**src/rtl/cam_frame_writer_pkg.sv**
```systemverilog
// ---------------------------------------------------------------------------
// cam_frame_writer_pkg
//  Shared definitions for the camera frame writer path: data widths, the
//  write-sequencer state encoding and the pixel-to-word packing rule.
// ---------------------------------------------------------------------------
package cam_frame_writer_pkg;

  localparam int PIX_W  = 9;   // RGB333 pixel {r[2:0],g[2:0],b[2:0]}
  localparam int ADDR_W = 20;  // SRAM word address width
  localparam int WORD_W = 32;  // SRAM word width

  // Write sequencer states; the encoding is visible on the debug status port.
  typedef enum logic [1:0] {
    ST_IDLE  = 2'd0,
    ST_ISSUE = 2'd1,
    ST_WAIT  = 2'd2
  } wr_state_e;

  // Three pixels per word, earliest pixel in the low bits, top 5 bits zero.
  function automatic logic [WORD_W-1:0] pack_word(
    input logic [PIX_W-1:0] p0,
    input logic [PIX_W-1:0] p1,
    input logic [PIX_W-1:0] p2
  );
    return {5'b0, p2, p1, p0};
  endfunction

endpackage

```
**src/rtl/cam_frame_writer_fifo.sv**
```systemverilog
// ---------------------------------------------------------------------------
// sync_word_fifo
//  Single-clock word FIFO with synchronous flush. The head entry is always
//  presented on head_data; pop advances past it.
//  Ports:
//   clk, rst       clock, asynchronous active-high reset
//   flush          empties the FIFO (overrides push/pop that cycle)
//   push/push_data write request and data
//   pop            remove head entry (ignored when empty)
//   head_data      current head entry
//   full, empty    occupancy flags
// ---------------------------------------------------------------------------
module sync_word_fifo #(
  parameter int DEPTH = 8,   // power of two, >= 2
  parameter int WIDTH = 32
) (
  input  logic             clk,
  input  logic             rst,
  input  logic             flush,
  input  logic             push,
  input  logic [WIDTH-1:0] push_data,
  input  logic             pop,
  output logic [WIDTH-1:0] head_data,
  output logic             full,
  output logic             empty
);

  localparam int AW    = $clog2(DEPTH);
  localparam int PTR_W = AW + 1;  // extra wrap bit separates full from empty

  logic [WIDTH-1:0] mem_q [DEPTH];
  logic [PTR_W-1:0] wr_ptr_q, wr_ptr_d;
  logic [PTR_W-1:0] rd_ptr_q, rd_ptr_d;
  logic             do_push;
  logic             do_pop;

  assign empty = (wr_ptr_q == rd_ptr_q);
  assign full  = (wr_ptr_q[AW] != rd_ptr_q[AW]) &&
                 (wr_ptr_q[AW-1:0] == rd_ptr_q[AW-1:0]);

  // A pop in the same cycle frees the slot, so a push into a full FIFO is
  // still accepted when paired with a pop.
  assign do_pop  = pop && !empty;
  assign do_push = push && (!full || do_pop);

  assign head_data = mem_q[rd_ptr_q[AW-1:0]];

  always_comb begin
    wr_ptr_d = wr_ptr_q;
    rd_ptr_d = rd_ptr_q;
    if (flush) begin
      wr_ptr_d = '0;
      rd_ptr_d = '0;
    end else begin
      if (do_push) wr_ptr_d = wr_ptr_q + 1'b1;
      if (do_pop)  rd_ptr_d = rd_ptr_q + 1'b1;
    end
  end

  always_ff @(posedge clk or posedge rst) begin
    if (rst) begin
      wr_ptr_q <= '0;
      rd_ptr_q <= '0;
    end else begin
      wr_ptr_q <= wr_ptr_d;
      rd_ptr_q <= rd_ptr_d;
    end
  end

  // Storage carries no reset; the pointers define which entries are valid.
  always_ff @(posedge clk) begin
    if (do_push && !flush) begin
      mem_q[wr_ptr_q[AW-1:0]] <= push_data;
    end
  end

endmodule

```
**src/rtl/cam_frame_writer.sv**
```systemverilog
// ---------------------------------------------------------------------------
// cam_frame_writer
//  Packs the camera's 9-bit RGB333 pixel stream three pixels per 32-bit word,
//  queues words in a small FIFO and writes them to consecutive SRAM addresses
//  through ram_ctrl's write/workdone handshake. A frame spans FRAME_WORDS
//  words starting at BASE_ADDR.
//  Ports:
//   clk, rst     clock, asynchronous active-high reset
//   frame_start  1-cycle pulse at the start of a camera frame
//   pix_valid    pix_data valid this cycle
//   pix_data     pixel {r,g,b}
//   mem_write    1-cycle write request
//   mem_addr     write address, held until mem_done
//   mem_data     write data {5'b0,p2,p1,p0}
//   mem_done     1-cycle acknowledge ending the current write
//   frame_done   1-cycle pulse after the frame's last word is acknowledged
//   overflow     sticky: a packed word was dropped on a full FIFO
//   status       {overflow, fifo_empty, state[1:0]}
// ---------------------------------------------------------------------------
module cam_frame_writer
  import cam_frame_writer_pkg::*;
#(
  parameter logic [ADDR_W-1:0] BASE_ADDR   = 20'h00000,
  parameter int                FRAME_WORDS = 102400,
  parameter int                FIFO_DEPTH  = 8
) (
  input  logic              clk,
  input  logic              rst,
  input  logic              frame_start,
  input  logic              pix_valid,
  input  logic [PIX_W-1:0]  pix_data,
  output logic              mem_write,
  output logic [ADDR_W-1:0] mem_addr,
  output logic [WORD_W-1:0] mem_data,
  input  logic              mem_done,
  output logic              frame_done,
  output logic              overflow,
  output logic [3:0]        status
);

  localparam logic [ADDR_W-1:0] LAST_CNT = ADDR_W'(FRAME_WORDS - 1);

  // Packer
  logic [1:0]        pack_cnt_q, pack_cnt_d;
  logic [PIX_W-1:0]  slot0_q, slot0_d;
  logic [PIX_W-1:0]  slot1_q, slot1_d;
  logic [1:0]        pack_slot;

  // FIFO interface
  logic              fifo_push;
  logic              fifo_pop;
  logic              fifo_full;
  logic              fifo_empty;
  logic [WORD_W-1:0] fifo_head;
  logic [WORD_W-1:0] push_word;

  // Write sequencer
  wr_state_e         state_q, state_d;
  logic [ADDR_W-1:0] addr_q, addr_d;
  logic [ADDR_W-1:0] word_cnt_q, word_cnt_d;
  logic [WORD_W-1:0] data_q, data_d;
  logic              frame_done_q, frame_done_d;
  logic              overflow_q, overflow_d;
  // frame_start seen while a write was in flight: rewind on its mem_done.
  logic              restart_pend_q, restart_pend_d;

  // -------------------------------------------------------------------------
  // Pixel packer. A pixel arriving together with frame_start is the first
  // pixel of the new frame, so the slot index is forced to 0 that cycle.
  // -------------------------------------------------------------------------
  assign pack_slot = frame_start ? 2'd0 : pack_cnt_q;
  assign push_word = pack_word(slot0_q, slot1_q, pix_data);

  always_comb begin
    pack_cnt_d = pack_cnt_q;
    slot0_d    = slot0_q;
    slot1_d    = slot1_q;
    fifo_push  = 1'b0;
    if (frame_start) pack_cnt_d = 2'd0;
    if (pix_valid) begin
      case (pack_slot)
        2'd0: begin
          slot0_d    = pix_data;
          pack_cnt_d = 2'd1;
        end
        2'd1: begin
          slot1_d    = pix_data;
          pack_cnt_d = 2'd2;
        end
        default: begin
          fifo_push  = 1'b1;
          pack_cnt_d = 2'd0;
        end
      endcase
    end
  end

  sync_word_fifo #(
    .DEPTH (FIFO_DEPTH),
    .WIDTH (WORD_W)
  ) u_fifo (
    .clk       (clk),
    .rst       (rst),
    .flush     (frame_start),
    .push      (fifo_push),
    .push_data (push_word),
    .pop       (fifo_pop),
    .head_data (fifo_head),
    .full      (fifo_full),
    .empty     (fifo_empty)
  );

  // -------------------------------------------------------------------------
  // Sequencer: state register / next state / outputs.
  // A frame_start in IDLE flushes the FIFO, so no word is popped that cycle.
  // -------------------------------------------------------------------------
  always_ff @(posedge clk or posedge rst) begin
    if (rst) state_q <= ST_IDLE;
    else     state_q <= state_d;
  end

  always_comb begin
    state_d = state_q;
    case (state_q)
      ST_IDLE:  if (!fifo_empty && !frame_start) state_d = ST_ISSUE;
      ST_ISSUE: state_d = ST_WAIT;
      ST_WAIT:  if (mem_done) state_d = ST_IDLE;
      default:  state_d = ST_IDLE;
    endcase
  end

  always_comb begin
    mem_write = (state_q == ST_ISSUE);
    fifo_pop  = (state_q == ST_IDLE) && !fifo_empty && !frame_start;
  end

  // -------------------------------------------------------------------------
  // Address / count / data bookkeeping.
  // -------------------------------------------------------------------------
  always_comb begin
    addr_d         = addr_q;
    word_cnt_d     = word_cnt_q;
    data_d         = data_q;
    frame_done_d   = 1'b0;
    restart_pend_d = restart_pend_q;
    // Dropped only when the push cannot ride on a simultaneous pop.
    overflow_d     = overflow_q | (fifo_push && fifo_full && !fifo_pop);

    if (fifo_pop) data_d = fifo_head;

    if (frame_start) begin
      if (state_q == ST_IDLE) begin
        addr_d         = BASE_ADDR;
        word_cnt_d     = '0;
        restart_pend_d = 1'b0;
      end else begin
        restart_pend_d = 1'b1;
      end
    end

    if ((state_q == ST_WAIT) && mem_done) begin
      if (restart_pend_q || frame_start) begin
        // Write belonged to an abandoned frame: rewind without frame_done.
        addr_d         = BASE_ADDR;
        word_cnt_d     = '0;
        restart_pend_d = 1'b0;
      end else if (word_cnt_q == LAST_CNT) begin
        addr_d       = BASE_ADDR;
        word_cnt_d   = '0;
        frame_done_d = 1'b1;
      end else begin
        addr_d     = addr_q + 1'b1;
        word_cnt_d = word_cnt_q + 1'b1;
      end
    end
  end

  always_ff @(posedge clk or posedge rst) begin
    if (rst) begin
      pack_cnt_q     <= 2'd0;
      slot0_q        <= '0;
      slot1_q        <= '0;
      addr_q         <= BASE_ADDR;
      word_cnt_q     <= '0;
      data_q         <= '0;
      frame_done_q   <= 1'b0;
      overflow_q     <= 1'b0;
      restart_pend_q <= 1'b0;
    end else begin
      pack_cnt_q     <= pack_cnt_d;
      slot0_q        <= slot0_d;
      slot1_q        <= slot1_d;
      addr_q         <= addr_d;
      word_cnt_q     <= word_cnt_d;
      data_q         <= data_d;
      frame_done_q   <= frame_done_d;
      overflow_q     <= overflow_d;
      restart_pend_q <= restart_pend_d;
    end
  end

  assign mem_addr   = addr_q;
  assign mem_data   = data_q;
  assign frame_done = frame_done_q;
  assign overflow   = overflow_q;
  assign status     = {overflow_q, fifo_empty, state_q};

endmodule
```
**config.mk**
```make
export PLATFORM = sky130hd
export DESIGN_NAME = cam_frame_writer
export DESIGN_NICKNAME = d
export VERILOG_FILES = /design/src/rtl/cam_frame_writer_pkg.sv /design/src/rtl/cam_frame_writer_fifo.sv /design/src/rtl/cam_frame_writer.sv
export SDC_FILE = /design/constraint.sdc
export NUM_CORES = 1
export LEC_CHECK = 0
export CAP_MARGIN = 20
export CORE_MARGIN = 4
export CORE_UTILIZATION = 45
export CTS_CLUSTER_SIZE = 12
export DETAILED_ROUTE_END_ITERATION = 10
export GPL_TIMING_DRIVEN = 0
export PLACE_DENSITY = 0.61
export SKIP_CTS_REPAIR_TIMING = 1
export SYNTH_ARGS = -nofsm -noshare
export SYNTH_HDL_FRONTEND = slang
export SYNTH_SLANG_ARGS = --single-unit
```
**constraint.sdc**
```tcl
create_clock -name clk -period 4.2 [get_ports clk]
set_clock_uncertainty 0.2 [all_clocks]
set_input_delay 0.84 -clock clk [delete_from_list [all_inputs] [get_ports clk]]
set_output_delay 0.84 -clock clk [all_outputs]
set_load 0.05 [all_outputs]
```
# [Word level (Yosys, flattened, before mapping)]
# Memory sizes are Yosys's and may differ from the RTL's. A register that Yosys moved wholly into a read port is not among the register bits.
# Cells that the tools add are included.
[op_classes] eq_ne=9 n_bitwise=1 reduce_logical=27 muxes=29 addsub=4
[ops] cell="$mux 20" n=8
[ops] cell="$add 20x1->20 const B" n=2
[ops] cell="$eq 20x17->1 const B" n=1
[ops] cell="$mux 4" n=4
[ops] cell="$mux 1" n=11
[ops] cell="$logic_and 1x1->1" n=10
[ops] cell="$add 4x1->4 const B" n=2
[ops] cell="$mux 2" n=4
[ops] cell="$reduce_and 2->1" n=4
[ops] cell="$reduce_bool 2->1" n=4
[ops] cell="$pmux 2 s3" n=1
[ops] cell="$eq 2x1->1 const B" n=2
[ops] cell="$eq 4x4->1" n=1
[ops] cell="$logic_not 1->1" n=4
[ops] cell="$logic_not 2->1" n=2
[ops] cell="$ne 2x2->1 const B" n=2
[ops] cell="$pmux 2 s2" n=1
[ops] cell="$eq 3x3->1" n=1
[ops] cell="$eq 2x2->1 const B" n=1
[ops] cell="$logic_or 1x1->1" n=2
[ops] cell="$reduce_or 2->1" n=1
[ops] cell="$ne 1x1->1" n=1
[ops] cell="$or 1x1->1" n=1
[totals] input_bits=14 mem_count=1 ram_bits=216 word_cells=83 regBits=105
[mem_list] memory="u_fifo.mem_q" words=8 word_bits=27 rd=1 rd_ports_with_merged_regs=1 write_ports=1 line="cam_frame_writer_fifo.sv:31" rtl="logic [WIDTH-1:0] mem_q [DEPTH];"

# [Longest topological paths before layout]
# Gate-level depths: netlist (run 1).
[logic_depth] ltp_word=10 depth_mapped=9 ltp_nobuf=7

# [By module]
# A second synthesis (run 1) with hierarchy kept.
[hier_totals] cells_unflattened=828 area_unflattened_um2=14592.7
[modules_own_cells] module="sync_word_fifo" area_per_inst_um2=10254.8 cells_each=453 seq_area_each_um2=7887.6 n_inst=1
[modules_own_cells] module="cam_frame_writer" area_per_inst_um2=4337.9 cells_each=375 seq_area_each_um2=2427.3 n_inst=1

# [Worst setup path after synthesis (run 1)]
# OpenSTA, ideal clock, no wires.
[synth_timing] path_type="input port to flip-flop" from="in frame_start" to="mem u_fifo.mem_q[0][0] (netlist bit) (enable)" arrival_time_ns=3.936 setup_ns=0.479 cell_stages=4 setup_slack_ns=-0.415 path_cell_list="o31a_1 nand2_1 nand2b_1 nor4_1"
[synth_via] elab_chain_cells=9 elab_cells_between_ends=14 classes_between="eq/ne (1); mux (5); reduce/logical (8)"
[synth_lines] element="from (decl)" line="cam_frame_writer.sv:29" rtl="input logic frame_start,"
[synth_lines] element="$mux 2"
[synth_lines] element="$eq 2x1->1 or $logic_not 2->1 (tied branches)" line="cam_frame_writer.sv:81" rtl="case (pack_slot)"
[synth_lines] element="$reduce_or 2->1 (no line)"
[synth_lines] element="$mux 1" line="cam_frame_writer.sv:81"
[synth_lines] element="$mux 1" line="cam_frame_writer.sv:80" rtl="if (pix_valid) begin"
[synth_lines] element="$logic_and 1x1->1" line="cam_frame_writer_fifo.sv:44" rtl="assign do_push = push && (!full || do_pop);"
[synth_lines] element="$logic_and 1x1->1 *" line="cam_frame_writer_fifo.sv:72" rtl="if (do_push && !flush) begin"
[synth_lines] element="$mux 1 *" line="cam_frame_writer_fifo.sv:72"
[synth_lines] element="$mux 1 (implied by the code) *" line="cam_frame_writer_fifo.sv:73" rtl="mem_q[wr_ptr_q[AW-1:0]] <= push_data;"
[synth_lines] element="to (decl)" line="cam_frame_writer_fifo.sv:31"
# Every way passes the cells marked *; elsewhere a longest branch is shown, timed or not.

# [Worst setup path in the final report (run 1)]
[layout_timing] from="in frame_start" to="mem u_fifo.mem_q[2][3] (netlist bit) (enable)"
# The elaborated chain is that of the path after synthesis.

==> impl_metrics.ini, run 1 <==
[power_and_ir_drop]
power_frac_seq_pct = 44.7
power.internal_mw = 6.013
leakage_nw = 5.397
ir_drop_v = 0.0004642
p_clk_share_pct = 33.7
p_sw_share_pct = 29.23
p_sw_mw = 2.484
finalPower_mw = 8.496
combPwrFrac_pct = 21.6
power_density_nw_per_um2 = 556.6

[logic_synthesis]
postSynthAreaPerCell_sq_um = 17.16
ys_ff_latch = 316
synth-edff-count = 216
synth_area_sq_um = 12680
synth_top_flop_cell = edfxtp_1
synth_xor_xnor_area_share_pct = 2.555
netlist_top_cells_count = edfxtp_1 (216), dfrtp_1 (100), mux4_2 (54)
synth_area_leaders = edfxtp_1 (51%), dfrtp_1 (20%), mux4_2 (9.6%)
synth_top_area_cell = edfxtp_1
yosysSeqAreaShare_pct = 70.86
synth_top_family_by_area = multiplexers
synthSimpleGateAreaFrac_pct = 7.566
synth_cell_types = 55
synthAdderAreaFrac_pct = 0.3946
async_flop_share_pct = 31.65
yosys_warnings = 0
yosysMostFrequentCell = edfxtp_1
netlist.area_leader.share_pct = 51.13
synthMuxAreaShare_pct = 13.76
synth-compound-area-share_pct = 2.762
syn_inst = 739

[cts]
cts_tree = done
clk_pin_slew_ns = 0.06
cts_sinks = 316
cts_buffers = 34
clock_latency_ns = 0.52
h-tree-depth = 2
cts_root_buf = clkbuf_16
cts_buffer_depth = 3

[worst_setup_path]
r2r-end = u_fifo.mem_q[2][3]$_DFFE_PP_
cp.arrival_ns = 3.70
crit_required_ns = 4.23
worstPathMaxFanout = 8
cp_top_family = simple AND/OR/NAND/NOR gates
crit_chain = clkdlybuf4s50_1 > o31a_1 > a21oi_1 > nand2_1 > nor3_2 > buf_6 > buf_6
cpMaxStageDelayCell = nor3_2
reg2reg_from = state_q[0]$_DFFE_PP0P_
crit_path_max_incr_delay_ns = 0.77
path_class = in2reg
startpoint = frame_start
r2r_setup_slack_ns = 0.89
crit_top_cell = buf_6
worstSetupStartpointType = primary input
r2r_cells = 7
endpoint_kind = flop
path_buf_inv = 3

[placement]
io_buffers = 67
gp_congestion = 0.7799
hpwl_mm = 18.12
place_inst = 1210

[sta]
finalHoldViolations = 0
period_needed_ns = 3.668
finalSetupViolCount = 0
rsz0062_at_grt = false
final.setup.tns_ns = 0
slew_violations = 0
max_clock_freq_mhz = 272.6
hold_ws_ns = 0.2820
slew_headroom_pct = 30.57
worst_slew_pin_slew_ns = 1.041
period_share_pct = 87.34

[route]
wl_per_cell_um = 21.88
drtAntennaViolNets = 0
drt-total-wl_mm = 27.81
drc = 0
first_pass_iters = 5
vias = 6854
viasPerCell = 5.393
drtIter0Drc = 533

[grt]
grtUsageTotal_pct = 18.34
gr-total-overflow = 0
grt_max_degree = 67
grt_pass1_vias = 7338
grt_pass1_wl_mm = 43.23
antenna_found_initial = 0

[die]
start_util_pct = 45.66
die_w_um = 175.9
die_h_um = 175.9
core_sq_um = 27780
pin_count = 73
die_area_sq_um = 30940
rows = 61

[finish]
final_nets = 886
syn_to_final_growth_pct = 20.35
drive_above_1_share_pct = 21.61
final_cell_count_no_fill = 1271
diodes = 0

[worst_hold_path]
whs_path_depth = 2
whs_endpoint = restart_pend_q$_DFF_PP0_
hp-class = reg2reg
holdCritStartpoint = restart_pend_q$_DFF_PP0_

[job]
cap_violations = 0

[run_status]
status = finished clean
[power by group through the flow]
stage	clock (mW)	combinational, mW	sequential, mW
after floorplan	0	0.822	4.26
after global placement	0	1.84	3.84
after detailed placement	0	1.86	3.86
after CTS	2.92	1.87	3.80
after global routing	3.06	1.97	3.83
final	2.86	1.84	3.80
[registers in the layout (all words and copies together) (netlist names), 4 cells and up]
register / cells
slot0_q: 9
u_fifo.wr_ptr_q: 4
mem_data: 27
u_fifo.rd_ptr_q: 4
word_cnt_q: 20
u_fifo.mem_q: 216
slot1_q: 9
mem_addr: 20
[stage by stage]
step                      setup WS [ns]  instance area [sq um]  utilization (%)
after floorplan                  0.1385                  12710                -
after global placement           -2.904                  13850            49.85
after detailed placement       -0.01284                  14210            51.13
after CTS                        0.5174                  15270            54.95
after global routing             0.3351                  15270            54.95
final                            0.5319                  15270            54.95
[tightest hold or removal path: cells and delay by family (launching register included)]
kind / cells / cell delay, ns
simple gates: 2 / 0.13
flops: 1 / 0.32
[worst max-delay path by stage]
| stage | to | cells past startpoint |
|---|---|---|
| 6_report | u_fifo.mem_q[2][3]$_DFFE_PP_ | 7 |
| 5_1_grt | u_fifo.mem_q[2][3]$_DFFE_PP_ | 7 |
| 4_1_cts | u_fifo.mem_q[2][3]$_DFFE_PP_ | 7 |
| 3_5_place_dp | u_fifo.mem_q[2][20]$_DFFE_PP_ | 7 |
| 3_3_place_gp | u_fifo.mem_q[5][20]$_DFFE_PP_ | 5 |
| 2_1_floorplan | u_fifo.mem_q[2][0]$_DFFE_PP_ | 4 |
[per-layer routing]
metal  global-route usage, %  routed length (um)  vias to the layer above
li1                        -                   -                     3068
met1                   25.29               12100                     3575
met2                   30.91               13940                      172
met3                   2.712                1294                       39
met4                   4.938                 478                        0
met5                       0                   0                        -
[logic make-up (layout without fill, tap and decap cells)]
group,Yosys count,after routing
AOI/OAI and AO/OA,57,57
xor gates and xnor gates,37,37
adders and majority gates,4,4
buffers and inverters,46,196
DFF,316,316
muxes,103,103
other,1,5
and+or+nand+nor,175,175
[layout make-up]
type / instances / area [sq um]
sequential: 316 / 8989
buffer: 41 / 244.0
timing repair buffer: 89 / 968.4
clock inverter: 8 / 106.4
inverter: 5 / 21.27
multi-input combinational: 381 / 3511
tap: 378 / 473.0
fill: 2244 / 12520
clock buffer: 53 / 953.4
[cell usage in the layout (no fill, tap or decap), types with 11 or more instances in the layout]
cell type and n:
buf_2 11, buf_4 12, buf_6 20, clkbuf_1 25, clkbuf_16 35, clkdlybuf4s50_1 67, dfrtp_1 100, edfxtp_1 216
mux2_2 21, mux2i_1 27, mux4_2 54, nand2_1 51, nand3_1 15, nor2_1 41, o21ai_0 39, xor2_1 28
(Power assumes the default switching activity.)
==> inputs of run 2 (changes only) <==
Settings changed: CORE_ASPECT_RATIO set to 0.6, REMOVE_ABC_BUFFERS set to 1.
==> impl_metrics.ini, run 2 (synthesis gave the netlist of run 1 again) <==
[die]
core_sq_um = 27640
die_area_sq_um = 31030
die_h_um = 138.1
start_util_pct = 45.89
rows = 47
die_w_um = 224.8
pin_count = 73

[sta]
period_share_pct = 93.53
slew_headroom_pct = 37.28
final.setup.tns_ns = 0
hold_ws_ns = 0.2795
worst_slew_pin_slew_ns = 0.9323
rsz0062_at_grt = false
finalSetupViolCount = 0
max_clock_freq_mhz = 254.6
finalHoldViolations = 0
slew_violations = 0
period_needed_ns = 3.928
timing.final.ws_setup_ns = 0.2719

[placement]
gp_congestion = 0.8066
place_area_sq_um = 14040
dp_slack_ns = -0.1819
place_inst = 1163
io_buffers = 67
hpwl_mm = 16.23

[grt]
grt_max_degree = 64
gr-total-overflow = 0
grt_pass1_vias = 6939
grtUsageTotal_pct = 17.10
grt_pass1_wl_mm = 41.54
antenna_found_initial = 0

[finish]
design_area_sq_um = 14970
diodes = 0
final_nets = 848
largest_reg_flops = 216
layout_common_cells = edfxtp_1 (216), dfrtp_1 (97), clkdlybuf4s50_1 (67), mux4_2 (54), nand2_1 (51)
final_common_cell = edfxtp_1
drive_above_1_share_pct = 19.44
syn_to_final_growth_pct = 18.01
nFillCells = 2159
final_cell_count_no_fill = 1221
utilization_pct = 54.16

[cts]
cts_root_buf = clkbuf_16
cts_buffer_depth = 3
clock_latency_ns = 0.56
clk_pin_slew_ns = 0.07
cts_sinks = 316
cts_tree = done
h-tree-depth = 1
cts_buffers = 30

[worst_setup_path]
startpoint = u_fifo.rd_ptr_q[0]$_DFFE_PP0P_
cpMaxStageDelayCell = clkdlybuf4s50_1
worstSetupStartpointType = flop
endpoint_kind = primary output
cp.arrival_ns = 2.89
crit_chain = buf_16 > xor2_1 > nor4_2 > clkdlybuf4s50_1
worstPathMaxFanout = 37
crit_required_ns = 3.16
path_class = reg2out
reg2reg_from = u_fifo.rd_ptr_q[0]$_DFFE_PP0P_
crit_path_max_incr_delay_ns = 0.87

[route]
vias = 6685
wl_per_cell_um = 21.84
first_pass_iters = 4
drtAntennaViolNets = 0
viasPerCell = 5.475
drt-total-wl_mm = 26.66
drc = 0
drtIter0Drc = 462

[worst_hold_path]
hp-class = reg2reg
holdCritStartpoint = mem_data[7]$_DFFE_PP0N_

[power_and_ir_drop]
finalPower_mw = 8.049
ir_drop_v = 0.0003450
power_density_nw_per_um2 = 537.7
leakage_nw = 5.205

[run_status]
status = finished clean

[job]
cap_violations = 0
## run 2: cell count changes in the layout (fill, tap and decap cells not counted), sizes merged
cell / previous run / this run
buf: 51 / 29
clkbuf: 65 / 55
bufinv: 2 / 0
inv: 7 / 5
clkinv: 4 / 1
## run 2: critical path, delay by kind of cell, from the launching register on
| family | cells | cell delay (ns) |
|---|---|---|
| flops | 1 | 0.64 |
| xor+xnor | 1 | 0.15 |
| buf+inv | 2 | 1.19 |
| simple gates | 1 | 0.32 |
## run 2: layout make-up
class,count,area (sq um),share of cell area (%)
sequential,316,8997,60.11
multi-input combinational,381,3510,23.45
timing repair buffer,96,1101,7.355
clock buffer,55,875.8,5.851
tap,367,459.2,3.068
inverter,5,21.27,0.1421
clock inverter,1,5.005,0.03343
## run 2: final timing paths
| kind | cells after the start | to | slack, ns |
|---|---|---|---|
| min | 2 | mem_data[7]$_DFFE_PP0N_ | 0.28 |
| min reg2reg | 2 | mem_data[7]$_DFFE_PP0N_ | 0.28 |
| max in group asynchronous | 3 | mem_data[23]$_DFFE_PP0N_ | 2.54 |
| max reg2reg | 9 | u_fifo.mem_q[0][21]$_DFFE_PP_ | 0.62 |
| min in group asynchronous | 2 | mem_data[20]$_DFFE_PP0N_ | 0.52 |
| max | 4 | status[2] | 0.27 |
## run 2: per-layer routing
| metal | global-route usage (%) | wire (um) |
|---|---|---|
| met4 | 3.222 | 425 |
| met2 | 26.36 | 12570 |
| met3 | 3.157 | 1410 |
| met5 | 0 | 0 |
| met1 | 26.08 | 12250 |
## run 2: power by group
part / switching (mW) / internal [mW]
Clock: 1.10 / 1.39
Sequential: 0.232 / 3.61
Combinational: 1.03 / 0.694
Total: 2.36 / 5.69
==> inputs of run 3 (changes only) <==
Settings changed: CORE_UTILIZATION 45 to 50, PLACE_DENSITY 0.61 to 0.67.
==> impl_metrics.ini, run 3 (synthesis gave the netlist of run 1 again) <==
[worst_hold_path]
hp-class = reg2reg
whs_endpoint = mem_data[5]$_DFFE_PP0N_
holdCritStartpoint = mem_data[5]$_DFFE_PP0N_
whs_path_depth = 2

[die]
die_h_um = 131.4
die_area_sq_um = 28070
die_w_um = 213.6
rows = 44
pin_count = 73
core_sq_um = 24550
start_util_pct = 51.66

[cts]
cts_root_buf = clkbuf_16
h-tree-depth = 1
clk_pin_slew_ns = 0.06
cts_sinks = 316
cts_tree = done
cts_buffers = 30
clock_latency_ns = 0.56
cts_buffer_depth = 3

[worst_setup_path]
crit_path_max_incr_delay_ns = 0.88
path_buf_inv = 2
r2r_cells = 9
cpMaxStageDelayCell = clkdlybuf4s50_1
worst-path-stages = 4
worstPathMaxFanout = 32
crit_chain = buf_16 > xor2_1 > nor4_2 > clkdlybuf4s50_1
crit_required_ns = 3.16
cp.arrival_ns = 2.87
r2r-end = u_fifo.mem_q[5][17]$_DFFE_PP_
path_class = reg2out
startpoint = u_fifo.rd_ptr_q[0]$_DFFE_PP0P_
worstSetupStartpointType = flop
r2r_setup_slack_ns = 0.64
reg2reg_from = u_fifo.rd_ptr_q[0]$_DFFE_PP0P_
endpoint_kind = primary output
cp_top_family = buffers and inverters

[job]
cap_violations = 0

[power_and_ir_drop]
power_frac_seq_pct = 48.0
combPwrFrac_pct = 21.4
p_sw_share_pct = 29.34
p_clk_share_pct = 30.6
leakage_nw = 5.185
power.internal_mw = 5.655
p_sw_mw = 2.348
power_density_nw_per_um2 = 537.8
ir_drop_v = 0.0004687

[run_status]
status = finished clean

[grt]
grt_pass1_wl_mm = 41.63
grt_pass1_vias = 7164
antenna_found_initial = 0
grtUsageTotal_pct = 18.96
gr-total-overflow = 0
grt_max_degree = 59

[finish]
syn_to_final_growth_pct = 17.31
drive_above_1_share_pct = 19.23
diodes = 0
final_cell_count_no_fill = 1175
final_common_cell = edfxtp_1
final_nets = 847
layout_common_cells = edfxtp_1 (216), dfrtp_1 (97), clkdlybuf4s50_1 (67), mux4_2 (54), nand2_1 (51)
utilization_pct = 60.60
largest_reg_flops = 216

[sta]
worst_slew_pin_slew_ns = 0.8608
finalSetupViolCount = 0
slew_headroom_pct = 42.62
rsz0062_at_grt = false
period_share_pct = 93.06
finalHoldViolations = 0
period_needed_ns = 3.908
final.setup.tns_ns = 0
max_clock_freq_mhz = 255.9
slew_violations = 0

[placement]
gp_congestion = 0.7935
io_buffers = 67
place_inst = 1117
hpwl_mm = 16.45

[route]
viasPerCell = 5.742
first_pass_iters = 5
drt-total-wl_mm = 25.97
drtIter0Drc = 541
vias = 6747
wl_per_cell_um = 22.10
drc = 0
drtAntennaViolNets = 0
## run 3: cell count changes in the layout (fill, tap and decap cells not counted), sizes merged
cell  previous run  this run
buf             29        28
## run 3: worst max-delay path by stage
stage,to
global route,status[2]
detailed placement,u_fifo.mem_q[5][17]$_DFFE_PP_
CTS,status[2]
finish,status[2]
floorplan,u_fifo.mem_q[0][0]$_DFFE_PP_
global placement,u_fifo.mem_q[0][8]$_DFFE_PP_
## run 3: power groups by stage
| stage | logic (mW) | registers (mW) | clock network, mW |
|---|---|---|---|
| floorplan | 0.653 | 4.37 | 0 |
| global placement | 1.58 | 3.99 | 0 |
| detailed placement | 1.66 | 3.95 | 0 |
| CTS | 1.67 | 3.89 | 2.50 |
| global route | 1.83 | 3.88 | 2.65 |
| finish | 1.71 | 3.84 | 2.45 |
## run 3: per-stage QoR
stage / power, mW / worst slack [ns] / hold WS (ns) / instance area (sq um)
2_1_floorplan: 5.024 / -1.918 / 0.2475 / 12460
3_3_place_gp: 5.570 / -5.542 / 0.2639 / 13530
3_5_place_dp: 5.609 / -0.1592 / 0.2800 / 13970
4_1_cts: 8.053 / -0.04645 / 0.2928 / 14840
5_1_grt: 8.362 / 0.06280 / 0.3032 / 14880
6_report: 8.003 / 0.2916 / 0.2881 / 14880
## run 3: cell type report
| cell class | instances | area (sq um) |
|---|---|---|
| Tap cell | 322 | 402.9 |
| Sequential cell | 316 | 8997 |
| Fill cell | 1773 | 9673 |
| Timing Repair Buffer | 95 | 1079 |
| Clock inverter | 1 | 16.27 |
| Clock buffer | 55 | 854.6 |
| Multi-Input combinational cell | 381 | 3510 |
| Inverter | 5 | 21.27 |
## run 3: per-layer routing
layer	vias up	track usage, %	wire length [um]
met1	3570	27.88	11990
met5	-	0	0
met3	31	3.502	1123
met2	156	30.40	12500
li1	2990	-	-
met4	0	3.588	364
## run 3: worst min-delay path, stage by stage (launching register included)
cell     delay [ns]
dfrtp_1        0.34
nand2_1        0.04
o21ai_0        0.06
